--- src/rtl/rv32im_mem_arbiter_pkg.sv ---
// Shared definitions for the RV32IM core: bus widths, LSU opcodes and
// the memory arbiter's state and owner encodings.
package rv32im_mem_arbiter_pkg;

   localparam int unsigned API_ADDR_WIDTH = 32;
   localparam int unsigned API_DATA_WIDTH = 32;

   typedef enum logic [1:0] {
      LSU_OP_NONE  = 2'd0,
      LSU_OP_LOAD  = 2'd1,
      LSU_OP_STORE = 2'd2
   } lsu_op_e;

   typedef enum logic [1:0] {
      ARB_ST_IDLE  = 2'd0,
      ARB_ST_ISSUE = 2'd1,
      ARB_ST_RESP  = 2'd2
   } arb_state_e;

   typedef enum logic {
      ARB_OWN_IF = 1'b0,
      ARB_OWN_LS = 1'b1
   } arb_owner_e;

   // An all-zero byte mask encodes a read.
   function automatic lsu_op_e lsu_op_from_mask(input logic [3:0] mask);
      return (mask == 4'b0000) ? LSU_OP_LOAD : LSU_OP_STORE;
   endfunction

endpackage

--- src/rtl/rv32im_mem_arbiter.sv ---
// Two-requester (IFU/LSU) single-outstanding memory arbiter with
// alternating tie-break and an ack timeout.
module rv32im_mem_arbiter
   import rv32im_mem_arbiter_pkg::*;
#(
   parameter int unsigned TIMEOUT = 16
) (
   input  logic                      clk_i,
   input  logic                      rst_i,
   input  logic                      if_req_i,
   input  logic [API_ADDR_WIDTH-1:0] if_addr_i,
   output logic                      if_gnt_o,
   output logic                      if_rvalid_o,
   output logic [API_DATA_WIDTH-1:0] if_rdata_o,
   output logic                      if_err_o,
   input  logic                      ls_req_i,
   input  logic [API_ADDR_WIDTH-1:0] ls_addr_i,
   input  logic [3:0]                ls_wr_mask_i,
   input  logic [API_DATA_WIDTH-1:0] ls_wdata_i,
   output logic                      ls_gnt_o,
   output logic                      ls_rvalid_o,
   output logic [API_DATA_WIDTH-1:0] ls_rdata_o,
   output logic                      ls_err_o,
   output logic                      mem_req_o,
   output logic [API_ADDR_WIDTH-1:0] mem_addr_o,
   output logic [3:0]                mem_wr_mask_o,
   output logic [API_DATA_WIDTH-1:0] mem_wdata_o,
   input  logic                      mem_ack_i,
   input  logic [API_DATA_WIDTH-1:0] mem_rdata_i
);

   localparam int unsigned CNT_W = $clog2(TIMEOUT + 1);

   arb_state_e                state_q, state_d;
   arb_owner_e                owner_q, owner_d;
   arb_owner_e                last_q,  last_d;
   logic [API_ADDR_WIDTH-1:0] addr_q,  addr_d;
   logic [3:0]                mask_q,  mask_d;
   logic [API_DATA_WIDTH-1:0] wdata_q, wdata_d;
   logic [API_DATA_WIDTH-1:0] data_q,  data_d;
   logic                      err_q,   err_d;
   logic [CNT_W-1:0]          cnt_q,   cnt_d;
   logic                      pick_ls;
   logic [API_DATA_WIDTH-1:0] resp_data;

   // LSU wins when alone, or on a tie when the IFU was granted last.
   assign pick_ls   = ls_req_i && (!if_req_i || (last_q == ARB_OWN_IF));
   assign resp_data = (lsu_op_from_mask(mask_q) == LSU_OP_STORE) ? '0 : data_q;

   always_ff @(posedge clk_i) begin
      if (rst_i) begin
         state_q <= ARB_ST_IDLE;
         owner_q <= ARB_OWN_IF;
         last_q  <= ARB_OWN_IF;
         addr_q  <= '0;
         mask_q  <= '0;
         wdata_q <= '0;
         data_q  <= '0;
         err_q   <= 1'b0;
         cnt_q   <= '0;
      end else begin
         state_q <= state_d;
         owner_q <= owner_d;
         last_q  <= last_d;
         addr_q  <= addr_d;
         mask_q  <= mask_d;
         wdata_q <= wdata_d;
         data_q  <= data_d;
         err_q   <= err_d;
         cnt_q   <= cnt_d;
      end
   end

   always_comb begin
      state_d       = state_q;
      owner_d       = owner_q;
      last_d        = last_q;
      addr_d        = addr_q;
      mask_d        = mask_q;
      wdata_d       = wdata_q;
      data_d        = data_q;
      err_d         = err_q;
      cnt_d         = cnt_q;
      if_gnt_o      = 1'b0;
      ls_gnt_o      = 1'b0;
      if_rvalid_o   = 1'b0;
      ls_rvalid_o   = 1'b0;
      if_rdata_o    = '0;
      ls_rdata_o    = '0;
      if_err_o      = 1'b0;
      ls_err_o      = 1'b0;
      mem_req_o     = 1'b0;
      mem_addr_o    = '0;
      mem_wr_mask_o = '0;
      mem_wdata_o   = '0;

      case (state_q)
         ARB_ST_IDLE: begin
            if (if_req_i || ls_req_i) begin
               if (pick_ls) begin
                  ls_gnt_o = 1'b1;
                  owner_d  = ARB_OWN_LS;
                  last_d   = ARB_OWN_LS;
                  addr_d   = ls_addr_i;
                  mask_d   = ls_wr_mask_i;
                  wdata_d  = ls_wdata_i;
               end else begin
                  if_gnt_o = 1'b1;
                  owner_d  = ARB_OWN_IF;
                  last_d   = ARB_OWN_IF;
                  addr_d   = if_addr_i;
                  mask_d   = '0;
                  wdata_d  = '0;
               end
               cnt_d   = '0;
               data_d  = '0;
               err_d   = 1'b0;
               state_d = ARB_ST_ISSUE;
            end
         end
         ARB_ST_ISSUE: begin
            mem_req_o     = 1'b1;
            mem_addr_o    = addr_q;
            mem_wr_mask_o = mask_q;
            mem_wdata_o   = wdata_q;
            // cnt_q counts completed ISSUE cycles, so TIMEOUT-1 marks the last one.
            if (mem_ack_i) begin
               data_d  = mem_rdata_i;
               err_d   = 1'b0;
               state_d = ARB_ST_RESP;
            end else if (cnt_q == CNT_W'(TIMEOUT - 1)) begin
               data_d  = '0;
               err_d   = 1'b1;
               state_d = ARB_ST_RESP;
            end
            if (cnt_q != CNT_W'(TIMEOUT)) begin
               cnt_d = cnt_q + 1'b1;
            end
         end
         ARB_ST_RESP: begin
            if (owner_q == ARB_OWN_IF) begin
               if_rvalid_o = 1'b1;
               if_rdata_o  = resp_data;
               if_err_o    = err_q;
            end else begin
               ls_rvalid_o = 1'b1;
               ls_rdata_o  = resp_data;
               ls_err_o    = err_q;
            end
            state_d = ARB_ST_IDLE;
         end
         default: state_d = ARB_ST_IDLE;
      endcase
   end

endmodule

--- config.mk ---
export PLATFORM = sky130hd
export DESIGN_NAME = rv32im_mem_arbiter
export DESIGN_NICKNAME = d
export VERILOG_FILES = /design/src/rtl/rv32im_mem_arbiter_pkg.sv /design/src/rtl/rv32im_mem_arbiter.sv
export SDC_FILE = /design/constraint.sdc
export NUM_CORES = 1
export LEC_CHECK = 0
export BUFFER_PORTS_ARGS = -buffer_cell sky130_fd_sc_hd__buf_2
export CORE_MARGIN = 2
export CORE_UTILIZATION = 49
export CTS_CLUSTER_SIZE = 24
export DETAILED_ROUTE_END_ITERATION = 10
export HOLD_SLACK_MARGIN = 0.06
export PLACE_DENSITY = 0.86
export SLEW_MARGIN = 40
export SYNTH_ARGS = -nofsm -noshare
export SYNTH_HDL_FRONTEND = slang
export SYNTH_SLANG_ARGS = --single-unit
export TNS_END_PERCENT = 5
--- constraint.sdc ---
create_clock -name clk_i -period 5.7 [get_ports clk_i]
set_input_delay 0.285 -clock clk_i [delete_from_list [all_inputs] [get_ports clk_i]]
set_output_delay 0.285 -clock clk_i [all_outputs]
set_load 0.01 [all_outputs]
==> results of run 1 <==
==> synth_stat cells (2+ instances only) <==
cell type,count
a21oi_1,41
a22o_1,4
a22o_2,28
a31oi_1,34
and2_1,134
and3_1,2
buf_1,4
buf_2,19
buf_6,3
clkbuf_1,45
dfxtp_1,109
ha_1,3
inv_1,7
nand2_1,2
nand2b_1,2
nand3_1,73
nand4_1,32
nor2_1,4
nor2b_2,2
o21ai_0,71
o221ai_1,3
or3_1,2
==> power by group through the flow <==
stage / Sequential [mW] / Combinational [mW] / Clock [mW]
2_1_floorplan: 0.839 / 0.184 / 0
3_5_place_dp: 0.847 / 0.281 / 0
4_1_cts: 0.830 / 0.282 / 0.491
3_3_place_gp: 0.846 / 0.278 / 0
5_1_grt: 0.836 / 0.316 / 0.520
6_report: 0.830 / 0.286 / 0.473
==> through the flow <==
| step | power, mW | area, um^2 | cells | worst slack, ns | util (%) |
|---|---|---|---|---|---|
| after floorplan | 1.02 | 5310 | 641 | 3.84 | - |
| after global placement | 1.12 | 6620 | 991 | 3.38 | 61.9 |
| after detailed placement | 1.13 | 6620 | 991 | 3.30 | 61.9 |
| after CTS | 1.60 | 6820 | 1007 | 2.98 | 63.8 |
| after global routing | 1.67 | 6870 | 1009 | 3.08 | 64.2 |
| final | 1.59 | 6870 | 1009 | 3.26 | 64.2 |
==> layer usage <==
metal | GRT usage [%] | up-vias
li1 | - | 2736
met1 | 31.6 | 2609
met2 | 42.9 | 247
met3 | 6.87 | 44
met4 | 10.3 | 0
met5 | 0 | -
==> sequential cells by signal, summed over array words and instances, names as in the netlist <==
register / cells
err_q: 1
data_q: 32
state_q: 2
mask_q: 4
wdata_q: 32
addr_q: 32
cnt_q: 5
last_q: 1
==> critical path: stages, from the launching register on <==
cell      delay [ns]
dfxtp_1         0.47
nand2b_1        0.27
inv_1           0.15
buf_4           0.51
and2_1          0.23
buf_2           0.13
==> placed cells by master, fill, tap and decap left out, types with 2 or more instances in the layout <==
| master | instances |
|---|---|
| a21oi_1 | 41 |
| a22o_1 | 4 |
| a22o_2 | 28 |
| a31oi_1 | 34 |
| and2_1 | 134 |
| buf_2 | 275 |
| buf_4 | 6 |
| buf_8 | 2 |
| clkbuf_8 | 10 |
| clkinvlp_4 | 2 |
| dfxtp_1 | 109 |
| ha_1 | 3 |
| inv_1 | 7 |
| nand2_1 | 2 |
| nand2b_1 | 2 |
| nand3_1 | 73 |
| nand4_1 | 32 |
| nor2_1 | 2 |
| nor2_4 | 2 |
| nor2b_4 | 2 |
| o21ai_0 | 71 |
| o221ai_1 | 3 |
| or3_1 | 2 |
==> area by class of cell <==
type | count | area, um^2 | share of cell area (%)
clock inverter | 5 | 58.8 | 0.856
clock buffer | 11 | 141 | 2.06
timing repair buffer | 284 | 1460 | 21.3
sequential | 109 | 2180 | 31.8
tap | 140 | 175 | 2.55
inverter | 7 | 26.3 | 0.383
multi-input combinational | 453 | 2820 | 41.1
==> logic make-up (layout without fill, tap and decap cells) <==
group                    count (synthesis)  after routing  synth area share [%]
adder cells (fa/ha/maj)                  3              3                 0.706
flip-flops                             109            109                  41.1
buffers and inverters                   79            307                  6.47
AO/OA/AOI/OAI                          187            187                  22.2
AND/OR/NAND/NOR                        263            263                  29.6
==> final timing paths <==
kind,cells past startpoint,from,slack [ns],to
worst max register to register,7,cnt_q[0]$_SDFFE_PP0P_,3.48,data_q[13]$_SDFFE_PP0P_
worst max-delay path,5,state_q[0]$_SDFFE_PP0P_,3.26,mem_wr_mask_o[2]
worst min register to register,2,wdata_q[1]$_SDFFE_PP0P_,0.47,wdata_q[1]$_SDFFE_PP0P_
worst min-delay path,2,mem_rdata_i[7],0.13,data_q[7]$_SDFFE_PP0P_
==> summary.md, run 1 <==
| Metric | Value |
|---|---|
| Final setup violation count | `0` |
| Final Slew Violations | `0` |
| Initial antenna violation count | `0` |
| Largest net degree at the start of global routing | `80` |
| Pre-antenna DRT Iters | `5` |
| Ant. Diodes | `0` |
| Synth Area per Inst | `8.29 um^2` |
| First-pass GRT wire length | `24000 um` |
| TritonCTS Buffers | `9` |
| Crit end category | `output pin` |
| Synth Warn # | `0` |
| Clk_skew | `0.0132 ns` |
| Die Span Y | `108 um` |
| Outcome | `finished, final reports clean` |
| CP required | `5.41 ns` |
| WL met3 | `1290 um` |
| Ys flop type | `dfxtp_1` |
| CTS tree | `built` |
| Total GRT Usage | `25.8%` |
| Detail Route Antenna Nets | `0` |
| Clock Tree Buf Depth | `2` |
| Combinational power share | `18.0%` |
| Hold Path Class | `in -> reg` |
| Syn nets | `781` |
| # hold bufs at CTS | `0` |
| Min cycle time layout | `2.44 ns` |
| Final hold vios | `0` |
| Post-synth top area share | `41.1%` |
| Total setup buffers inserted after CTS | `0` |
| Distinct cells, synth | `39` |
| Net Sw Frac | `28.6%` |
| PortBufs | `275` |
| Worst-skew pair later-pin latency | `0.37 ns` |
| 1st-iter DRT viols | `316` |
| Number of synthesized register bits | `109` |
| Worst path arrival time | `2.15 ns` |
| CP Max Fanout | `74` |
| Placer congestion estimate | `0.800` |
| Synth area leaders | `dfxtp_1, and2_1, nand3_1` |
| RSZ-0062 raised after global routing | `no` |
| Clock share of power | `29.7%` |
| Post-synthesis sequential area ratio | `41.1%` |
| Pleak | `3.24 nW` |
| Crit path kind | `reg -> out` |
| Slew HR | `49.5%` |
| Pint | `1.13 mW` |
| Met2 wire length | `7730 um` |
| Worst-Margin Slew | `0.756 ns` |
| GRT Residual Overflow | `0` |
| Cell Area, Synth | `5310 um^2` |
| Initial Utilization | `49.7%` |
| Pwr dens | `231 nW/um^2` |
| Hold slack | `0.133 ns` |
| Post-cts sizing count | `0` |
| # fillers | `952` |
| Peak supply drop | `0.000197 V` |
| Switching power | `454 uW` |
| Drt wl/cell | `15.6 um` |
| Final Net Count | `1004` |
| Total Routed Length | `15700 um` |
| Vias per inst | `5.59` |
| Via count | `5636` |
| CP Launch Type | `register` |
| Core area | `10700 um^2` |
| EDFF count, synth | `0` |
| CTS clock-pin slew for the worst setup and hold paths | `0.09 ns` |
| Chip Width | `108 um` |
| Max layer used | `met4` |
| Wire length on met1 | `6210 um` |
| Share of layout cells above drive strength 1 | `39.0%` |
| Reg power frac | `52.2%` |
| CTS sink count | `109` |
| H-tree depth | `3` |
| Asr flop ratio synth | `0%` |
| Synthesis-to-finish area growth | `29.2%` |
| CTS Root Buffer Type | `clkbuf_8` |
| Post-Syn Instances | `641` |
| Rows | `38` |
| Max-Cap Viols | `0` |
| IO Count | `276` |
| Tcrit/Tclk final | `42.8%` |
| Vias in the first global route | `4915` |
| Highest clock rate | `410 MHz` |
| Die area | `11700 um^2` |
| Yosys top cell by area | `dfxtp_1` |
| Setup TNS | `0 ns` |
| DRC Markers | `0` |
| Post-DP HPWL | `10500 um` |
Note: power is estimated with default switching activity, not from simulation.
==> run 2: changes to the inputs <==
--- a/config.mk
+++ b/config.mk
@@ -5,13 +5,14 @@
 export SDC_FILE = /design/constraint.sdc
 export NUM_CORES = 1
 export LEC_CHECK = 0
+export ABC_AREA = 1
 export BUFFER_PORTS_ARGS = -buffer_cell sky130_fd_sc_hd__buf_2
 export CORE_MARGIN = 2
-export CORE_UTILIZATION = 49
+export CORE_UTILIZATION = 46
 export CTS_CLUSTER_SIZE = 24
 export DETAILED_ROUTE_END_ITERATION = 10
 export HOLD_SLACK_MARGIN = 0.06
-export PLACE_DENSITY = 0.86
+export PLACE_DENSITY = 0.81
 export SLEW_MARGIN = 40
 export SYNTH_ARGS = -nofsm -noshare
 export SYNTH_HDL_FRONTEND = slang
==> constraint.sdc (replaced) <==
create_clock -name clk_i -period 2.4 [get_ports clk_i]
set_input_delay 0.12 -clock clk_i [delete_from_list [all_inputs] [get_ports clk_i]]
set_output_delay 0.12 -clock clk_i [all_outputs]
set_load 0.01 [all_outputs]
==> run 2 against run 1 <==
Die area rose by 7.8%; worst hold slack worse by 0.023 ns; sequential power increased by 140%; cell count increased by 32%; clock power rose to 3.0 times the previous value; sequential cell count is the same; count of clock-buffer cells in the layout fell by 1; sequential share of layout area down 3.8 points; critical endpoint is now ls_rdata_o[22].
==> summary.md, run 2 <==
| Metric | Value |
|---|---|
| Outcome | `finished, final reports clean` |
| CTS tree | `built` |
| Vias per inst | `4.84 (-13%)` |
| Asr flop ratio synth | `0% (unchanged)` |
| Top cells by count, synth | `nand2_1, dfxtp_1, a21oi_1, inv_1, nor2_1` |
| Final hold vios | `0 (unchanged)` |
| CTS sink count | `109 (unchanged)` |
| Worst setup endpoint | `ls_rdata_o[22]` |
| Final Slew Violations | `0 (unchanged)` |
| Final Power | `4.34 mW (+170%)` |
| Cell Area, Synth | `5390 um^2 (+1.5%)` |
| Clk_skew | `0.00948 ns (-0.00373 ns)` |
| Clock Tree Buf Depth | `2 (unchanged)` |
| Area occupied by multi-input gates | `2510 um^2 (-11%)` |
| Synth Area in Compound Gates | `10.3% (-12 points)` |
| Synth Warn # | `0 (unchanged)` |
| Via count | `6458 (+15%)` |
| Worst path slowest cell | `dfxtp_1` |
| Commonest cells after routing, fill and taps aside | `nand2_1, buf_2, dfxtp_1` |
| Chip Width | `112 um (+3.8%)` |
| DRC Markers | `0 (unchanged)` |
| Total GRT Usage | `26.6% (+0.82 points)` |
| Highest clock rate | `522 MHz` |
| PortBufs | `275 (unchanged)` |
| Setup TNS | `0 ns (unchanged)` |
| Mux share of post-synthesis cell area | `0% (unchanged)` |
| Synth Area per Inst | `6.19 um^2 (-25%)` |
| Max stage delay on crit path | `0.34 ns (-0.17 ns)` |
| Max-Cap Viols | `0 (unchanged)` |
| Rows | `39 (+2.6%)` |
| Worst-Margin Slew | `0.676 ns (-0.0802 ns)` |
| Ant. Diodes | `0 (unchanged)` |
| Design area | `7790 um^2 (+13%)` |
| Inst Count DP | `1250 (+26%)` |
| Final core utilization | `68.2% (+4.0 points)` |
| Top Registers | `addr_q (32), data_q (32), wdata_q (32)` |
| First-pass GRT wire length | `28000 um (+17%)` |
| CTS clock-pin slew for the worst setup and hold paths | `0.08 ns (about the same)` |
| Post-Syn Instances | `871 (+36%)` |
| Placer congestion estimate | `0.862 (+7.7%)` |
| Slew HR | `54.9% (+5.5 points)` |
| Reg power frac | `45.6% (-6.6 points)` |
| Setup crit start | `mask_q[2]$_SDFFE_PP0P_` |
| Commonest non-fill, non-tap cell in the layout | `nand2_1` |
| Yosys top cell by area | `dfxtp_1` |
| Die Span Y | `112 um (+3.8%)` |
| Drt wl/cell | `12.8 um (-18%)` |
| Buf/Inv on CP | `4 (+1)` |
| Cell Chain, Critical Path | `inv_1 > nand4_1 > buf_12 > clkinv_1 > nand2_1 > nor2_1 > buf_2` |
| R2r setup slk | `0.62 ns (-2.86 ns)` |
| Final setup violation count | `0 (unchanged)` |
| Post-DP HPWL | `11100 um (+5.2%)` |
| Clock share of power | `33.0% (+3.3 points)` |
| Worst path depth | `7 (+2)` |
| CP required | `2.28 ns (-3.13 ns)` |
| Setup ws final | `0.483 ns (-2.78 ns)` |
| Net Sw Frac | `30.5% (+1.9 points)` |
| # fillers | `1019 (+7.0%)` |
| Crit path kind | `reg -> out` |
| Largest net degree at the start of global routing | `62 (-23%)` |
| Detail Route Antenna Nets | `0 (unchanged)` |
| CP Max Fanout | `47 (-36%)` |
| CTS Root Buffer Type | `clkbuf_16` |
| Post-synthesis simple-gate area fraction | `35.5% (+6.0 points)` |
| Area after DPL | `6820 um^2 (+3.0%)` |
| Vias in the first global route | `6047 (+23%)` |
| Switching power | `1.32 mW (+190%)` |
| Hold slack | `0.110 ns (-0.0228 ns)` |
| Die area | `12600 um^2 (+7.8%)` |
| Synthesis-to-finish area growth | `44.5%` |
| Post-cts sizing count | `0 (unchanged)` |
| Reg area | `2180 um^2 (unchanged)` |
| Total Routed Length | `17000 um (+8.4%)` |
| Synth area leaders | `dfxtp_1, nand2_1, a21oi_1` |
| Hold Path Class | `in -> reg` |
| 1st-iter DRT viols | `427 (+35%)` |
| Combinational power share | `21.4% (+3.4 points)` |
| Core area | `11400 um^2 (+6.7%)` |
| Pint | `3.01 mW (+170%)` |
| Synthesized-area fraction occupied by adder cells | `0.696% (-0.010 points)` |
| Initial Utilization | `47.2% (-2.5 points)` |
| RSZ-0062 raised after global routing | `no` |
| Number of synthesized register bits | `109 (unchanged)` |
| EDFF count, synth | `0 (unchanged)` |
| Pwr dens | `557 nW/um^2 (+140%)` |
| Final cell count without fillers | `1334 (+32%)` |
| Ys flop type | `dfxtp_1` |
| Largest family of logic cells by synthesized area | `simple AND/OR/NAND/NOR gates` |
| CP Launch Type | `register` |
| Initial antenna violation count | `0 (unchanged)` |
| IO Count | `276 (unchanged)` |
| Top cell family by delay on the critical path | `buffers and inverters` |
| Distinct cells, synth | `24 (-38%)` |
| Syn nets | `1011 (+29%)` |
| Share of layout cells above drive strength 1 | `26.6% (-12 points)` |
| Logic depth of the worst register-to-register path | `10 (+3)` |
| H-tree depth | `3 (unchanged)` |
| Worst slack, placed | `0.643 ns (-2.66 ns)` |
| Pre-antenna DRT Iters | `6 (+1)` |
| Peak supply drop | `0.000393 V (+100%)` |
| R2R Path Start | `cnt_q[0]$_SDFFE_PP0P_` |
| TritonCTS Buffers | `9 (unchanged)` |
| GRT Residual Overflow | `0 (unchanged)` |
| Most frequent cell after synthesis | `nand2_1` |
| Pleak | `3.70 nW (+14%)` |
| Worst r2r dst | `data_q[22]$_SDFFE_PP0P_` |
| Crit end category | `output pin` |
| Tcrit/Tclk final | `79.9%` |
| Post-synth top area share | `40.5% (-0.59 points)` |
| Post-synthesis sequential area ratio | `40.5% (-0.59 points)` |
| Worst-skew pair later-pin latency | `0.34 ns (-0.03 ns)` |
| Min cycle time layout | `1.92 ns` |
| Worst path arrival time | `1.80 ns (-0.35 ns)` |
| Final Net Count | `1326 (+32%)` |
| Synth Area in XOR/XNOR | `0% (unchanged)` |
| Hold_sp | `ls_addr_i[17]` |
## run 2: changes by cell type in the layout (fill, tap and decap cells not counted), moves of 28 or more
cell           previous run  this run
a22o_2                   28         0
nor3_1                    1        46
nand2_1                   2       318
a31oi_1                  34         0
dlygate4sd3_1             0        68
o21ai_0                  71         0
nand4_1                  32         3
inv_1                     7       106
a21oi_1                  41       106
nand3_1                  73         9
nor2_1                    2       101
and2_1                  134         0
## run 2: worst reg2reg max path: stages (launching register included)
cell and delay (ns):
dfxtp_1 0.36, ha_1 0.22, nand2_1 0.08, nor2_1 0.04, ha_1 0.18, nor2_1 0.12
nand2_2 0.08, nand3_2 0.06, buf_4 0.31, nand2_1 0.12, a21oi_1 0.14
## run 2: kinds of logic (layout without fill, tap and decap cells)
family                     after synthesis  in the layout
DFF                                    109            109
buffers and inverters                  166            486
adders and majority gates                3              3
AOI/OAI and AO/OA                      109            109
and+or+nand+nor                        484            484
## run 2: routing by layer
metal	global-route usage, %	wire [um]
met1	30.5	6710
met2	48.3	8580
met3	4.10	1070
met4	12.5	673
met5	0	0
## run 2: final cells by class
class	instances	share of cell area, %
Tap cell	143	2.30
Sequential cell	109	28.0
Inverter	109	5.25
Clock inverter	6	0.707
Multi-Input combinational cell	596	32.3
Timing Repair Buffer	361	28.5
Clock buffer	10	2.94
## run 2: power groups by stage
stage	registers (mW)	logic (mW)	clock network (mW)
after global routing	1.99	1.04	1.54
after global placement	2.01	0.822	0
after detailed placement	2.02	0.829	0
after CTS	1.98	0.919	1.46
after floorplan	2.00	0.567	0
final	1.98	0.928	1.43
## run 2: worst min path at each step
| stage | to | slack (ns) | cells after the start |
|---|---|---|---|
| 3_3_place_gp | wdata_q[6]$_SDFFE_PP0P_ | 0.37 | 3 |
| 2_1_floorplan | mask_q[0]$_SDFFE_PP0P_ | 0.26 | 2 |
| 4_1_cts | addr_q[17]$_SDFFE_PP0P_ | 0.10 | 5 |
| 3_5_place_dp | wdata_q[27]$_SDFFE_PP0P_ | 0.37 | 3 |
| 5_1_grt | addr_q[8]$_SDFFE_PP0P_ | 0.12 | 5 |
| 6_report | addr_q[17]$_SDFFE_PP0P_ | 0.11 | 5 |
## run 2: timing repair
item,4_1_cts,5_1_grt
setup buffers,0,0
hold buffers,68,0
hold endpoints to repair,68,0
==> run 3: changes to the inputs <==
==> constraint.sdc (replaced) <==
create_clock -name clk_i -period 1.9 [get_ports clk_i]
set_input_delay 0.095 -clock clk_i [delete_from_list [all_inputs] [get_ports clk_i]]
set_output_delay 0.095 -clock clk_i [all_outputs]
set_load 0.01 [all_outputs]
==> run 3 against run 2 <==
Final area rose by 0.69%; combinational power rose by 30%; die area did not move; power rose by 27%; non-clock buffer count fell by 2; global-route usage fell by 0.73 points; count of clock-buffer cells in the layout did not move; critical endpoint is now if_rdata_o[14]; largest power group unchanged.
==> summary.md, run 3 (same netlist as run 2, synthesis figures left out) <==
| Metric | Value |
|---|---|
| Total GRT Usage | `25.8% (-0.73 points)` |
| Top cell family by delay on the critical path | `simple AND/OR/NAND/NOR gates` |
| Met3 usage | `4.48% (+0.38 points)` |
| Clk_skew | `0.00586 ns (-0.00362 ns)` |
| Pre-antenna DRT Iters | `7 (+1)` |
| First-pass GRT wire length | `27300 um (-2.7%)` |
| Initial Utilization | `47.2% (unchanged)` |
| # fillers | `998 (-2.1%)` |
| Placer congestion estimate | `0.847 (-1.7%)` |
| Post-DP HPWL | `10900 um (-1.5%)` |
| Tcrit/Tclk final | `96.6%` |
| Die Span Y | `112 um (unchanged)` |
| Synthesis-to-finish area growth | `45.5%` |
| Rows | `39 (unchanged)` |
| RSZ-0062 raised after global routing | `yes` |
| Worst-Margin Slew | `0.613 ns (-0.0630 ns)` |
| CTS clock-pin slew for the worst setup and hold paths | `0.07 ns (about the same)` |
| Crit path kind | `reg -> out` |
| Worst path arrival time | `1.74 ns (-0.06 ns)` |
| PortBufs | `275 (unchanged)` |
| Peak supply drop | `0.000465 V (+18%)` |
| CP Launch Type | `register` |
| Final hold vios | `0 (unchanged)` |
| TritonCTS Buffers | `9 (unchanged)` |
| Commonest non-fill, non-tap cell in the layout | `nand2_1` |
| 1st-iter DRT viols | `405 (-5.2%)` |
| Vias per inst | `4.84 (about the same)` |
| CTS Root Buffer Type | `clkbuf_16` |
| Share of layout cells above drive strength 1 | `26.9% (+0.30 points)` |
| Highest clock rate | `545 MHz` |
| Min cycle time layout | `1.84 ns` |
| Final Slew Violations | `0 (unchanged)` |
| Drt wl/cell | `12.6 um (-1.4%)` |
| H-tree depth | `3 (unchanged)` |
| Buf/Inv on CP | `3 (-1)` |
| CTS sink count | `109 (unchanged)` |
| Worst path slowest cell | `dfxtp_1` |
| Cell Chain, Critical Path | `inv_2 > nor2_1 > nand2_4 > buf_4 > nor3_1 > buf_2` |
| Outcome | `finished, final reports clean` |
| Chip Width | `112 um (unchanged)` |
| Area after DPL | `6860 um^2 (+0.51%)` |
| GRT Residual Overflow | `0 (unchanged)` |
| Slew HR | `59.0% (+4.0 points)` |
| Largest net degree at the start of global routing | `65 (+4.8%)` |
| Pleak | `3.72 nW (+0.54%)` |
| Final Net Count | `1324 (-0.15%)` |
| IO Count | `276 (unchanged)` |
| CTS tree | `built` |
| Crit end category | `output pin` |
| Via count | `6448 (-0.15%)` |
| Commonest cells after routing, fill and taps aside | `nand2_1, buf_2, dfxtp_1` |
| Met2 Use GR | `45.2% (-3.1 points)` |
| Initial antenna violation count | `1 (+1)` |
| Max-Cap Viols | `0 (unchanged)` |
| Vias in the first global route | `5988 (-0.98%)` |
| Grt met1 use | `30.4% (-0.14 points)` |
| Max stage delay on crit path | `0.34 ns (about the same)` |
| Hold Path Class | `in -> reg` |
| Hold slack | `0.0869 ns (-0.0231 ns)` |
| Total setup buffers inserted after CTS | `0 (unchanged)` |
| Pwr dens | `702 nW/um^2 (+26%)` |
| Core area | `11400 um^2 (unchanged)` |
| Total Routed Length | `16800 um (-1.5%)` |
| Top Registers | `addr_q (32), data_q (32), wdata_q (32)` |
| Worst-skew pair later-pin latency | `0.34 ns (about the same)` |
| Die area | `12600 um^2 (unchanged)` |
| DRC Markers | `0 (unchanged)` |
| CP Max Fanout | `15 (-68%)` |
| Design area | `7840 um^2 (+0.69%)` |
| GRT Max-Usage Layer | `met2` |
| CP required | `1.80 ns (-0.48 ns)` |
| Clock Tree Buf Depth | `2 (unchanged)` |
| Detail Route Antenna Nets | `0 (unchanged)` |
| Final setup violation count | `0 (unchanged)` |
==> run 3: changes by cell type in the layout (fill, tap and decap cells not counted), sizes merged <==
| cell | before | now |
|---|---|---|
| buf | 293 | 291 |
| clkinv | 2 | 4 |
| clkinvlp | 2 | 1 |
| diode | 0 | 1 |
| inv | 111 | 110 |
==> run 3: layer usage <==
metal  up-vias  share of wire, %
met3        57               6.1
met1      2856                40
li1       3266                 -
met2       269                50
met4         0               4.1
met5         -                 0
==> run 3: worst min-delay path: cells and delay by family <==
kind / cells / cell delay, ns
compound gates: 1 / 0.05
simple gates: 3 / 0.15
buf+inv: 1 / 0.09
==> run 3: stage by stage <==
stage	utilization, %	cells	TNS [ns]	total power [mW]	setup slack, ns
CTS	68.5	1332	0	5.52	0.0158
floorplan	-	871	0	3.25	0.415
global route	68.7	1333	-0.755	5.80	-0.122
finish	68.7	1333	0	5.51	0.0637
detailed placement	60.1	1248	0	3.63	0.265
global placement	60.1	1248	0	3.61	0.354
==> run 3: area by class of cell <==
type                            count  area (um^2)  area share, %
Clock inverter                      6         45.0          0.574
Tap cell                          143          179           2.28
Sequential cell                   109         2180           27.8
Antenna cell                        1         2.50         0.0319
Timing Repair Buffer              359         2250           28.7
Multi-Input combinational cell    596         2530           32.2
Inverter                          109          413           5.26
Clock buffer                       10          239           3.05
==> run 3: worst paths after layout <==
| kind | start | slack [ns] | cells after the start | endpoint |
|---|---|---|---|---|
| worst min register to register | data_q[1]$_SDFFE_PP0P_ | 0.46 | 2 | data_q[1]$_SDFFE_PP0P_ |
| worst min-delay path | if_addr_i[16] | 0.09 | 5 | addr_q[16]$_SDFFE_PP0P_ |
| worst max register to register | cnt_q[0]$_SDFFE_PP0P_ | 0.22 | 10 | data_q[12]$_SDFFE_PP0P_ |
| worst max-delay path | state_q[1]$_SDFFE_PP0P_ | 0.06 | 6 | if_rdata_o[14] |
==> run 3: repair_timing <==
item / CTS / global route
hold buffers: 68 / 0
gates resized for setup: 0 / 4
endpoints found under the hold margin: 68 / 0
setup endpoints to repair: 0 / 37
==> run 3: power by group <==
part           switching (mW)  internal (mW)  total, mW  leakage [nW]
clock                   0.866          0.937       1.80         0.143
combinational           0.714          0.492       1.21          2.68
sequential             0.0748           2.42       2.50         0.889
total                    1.65           3.85       5.51          3.72
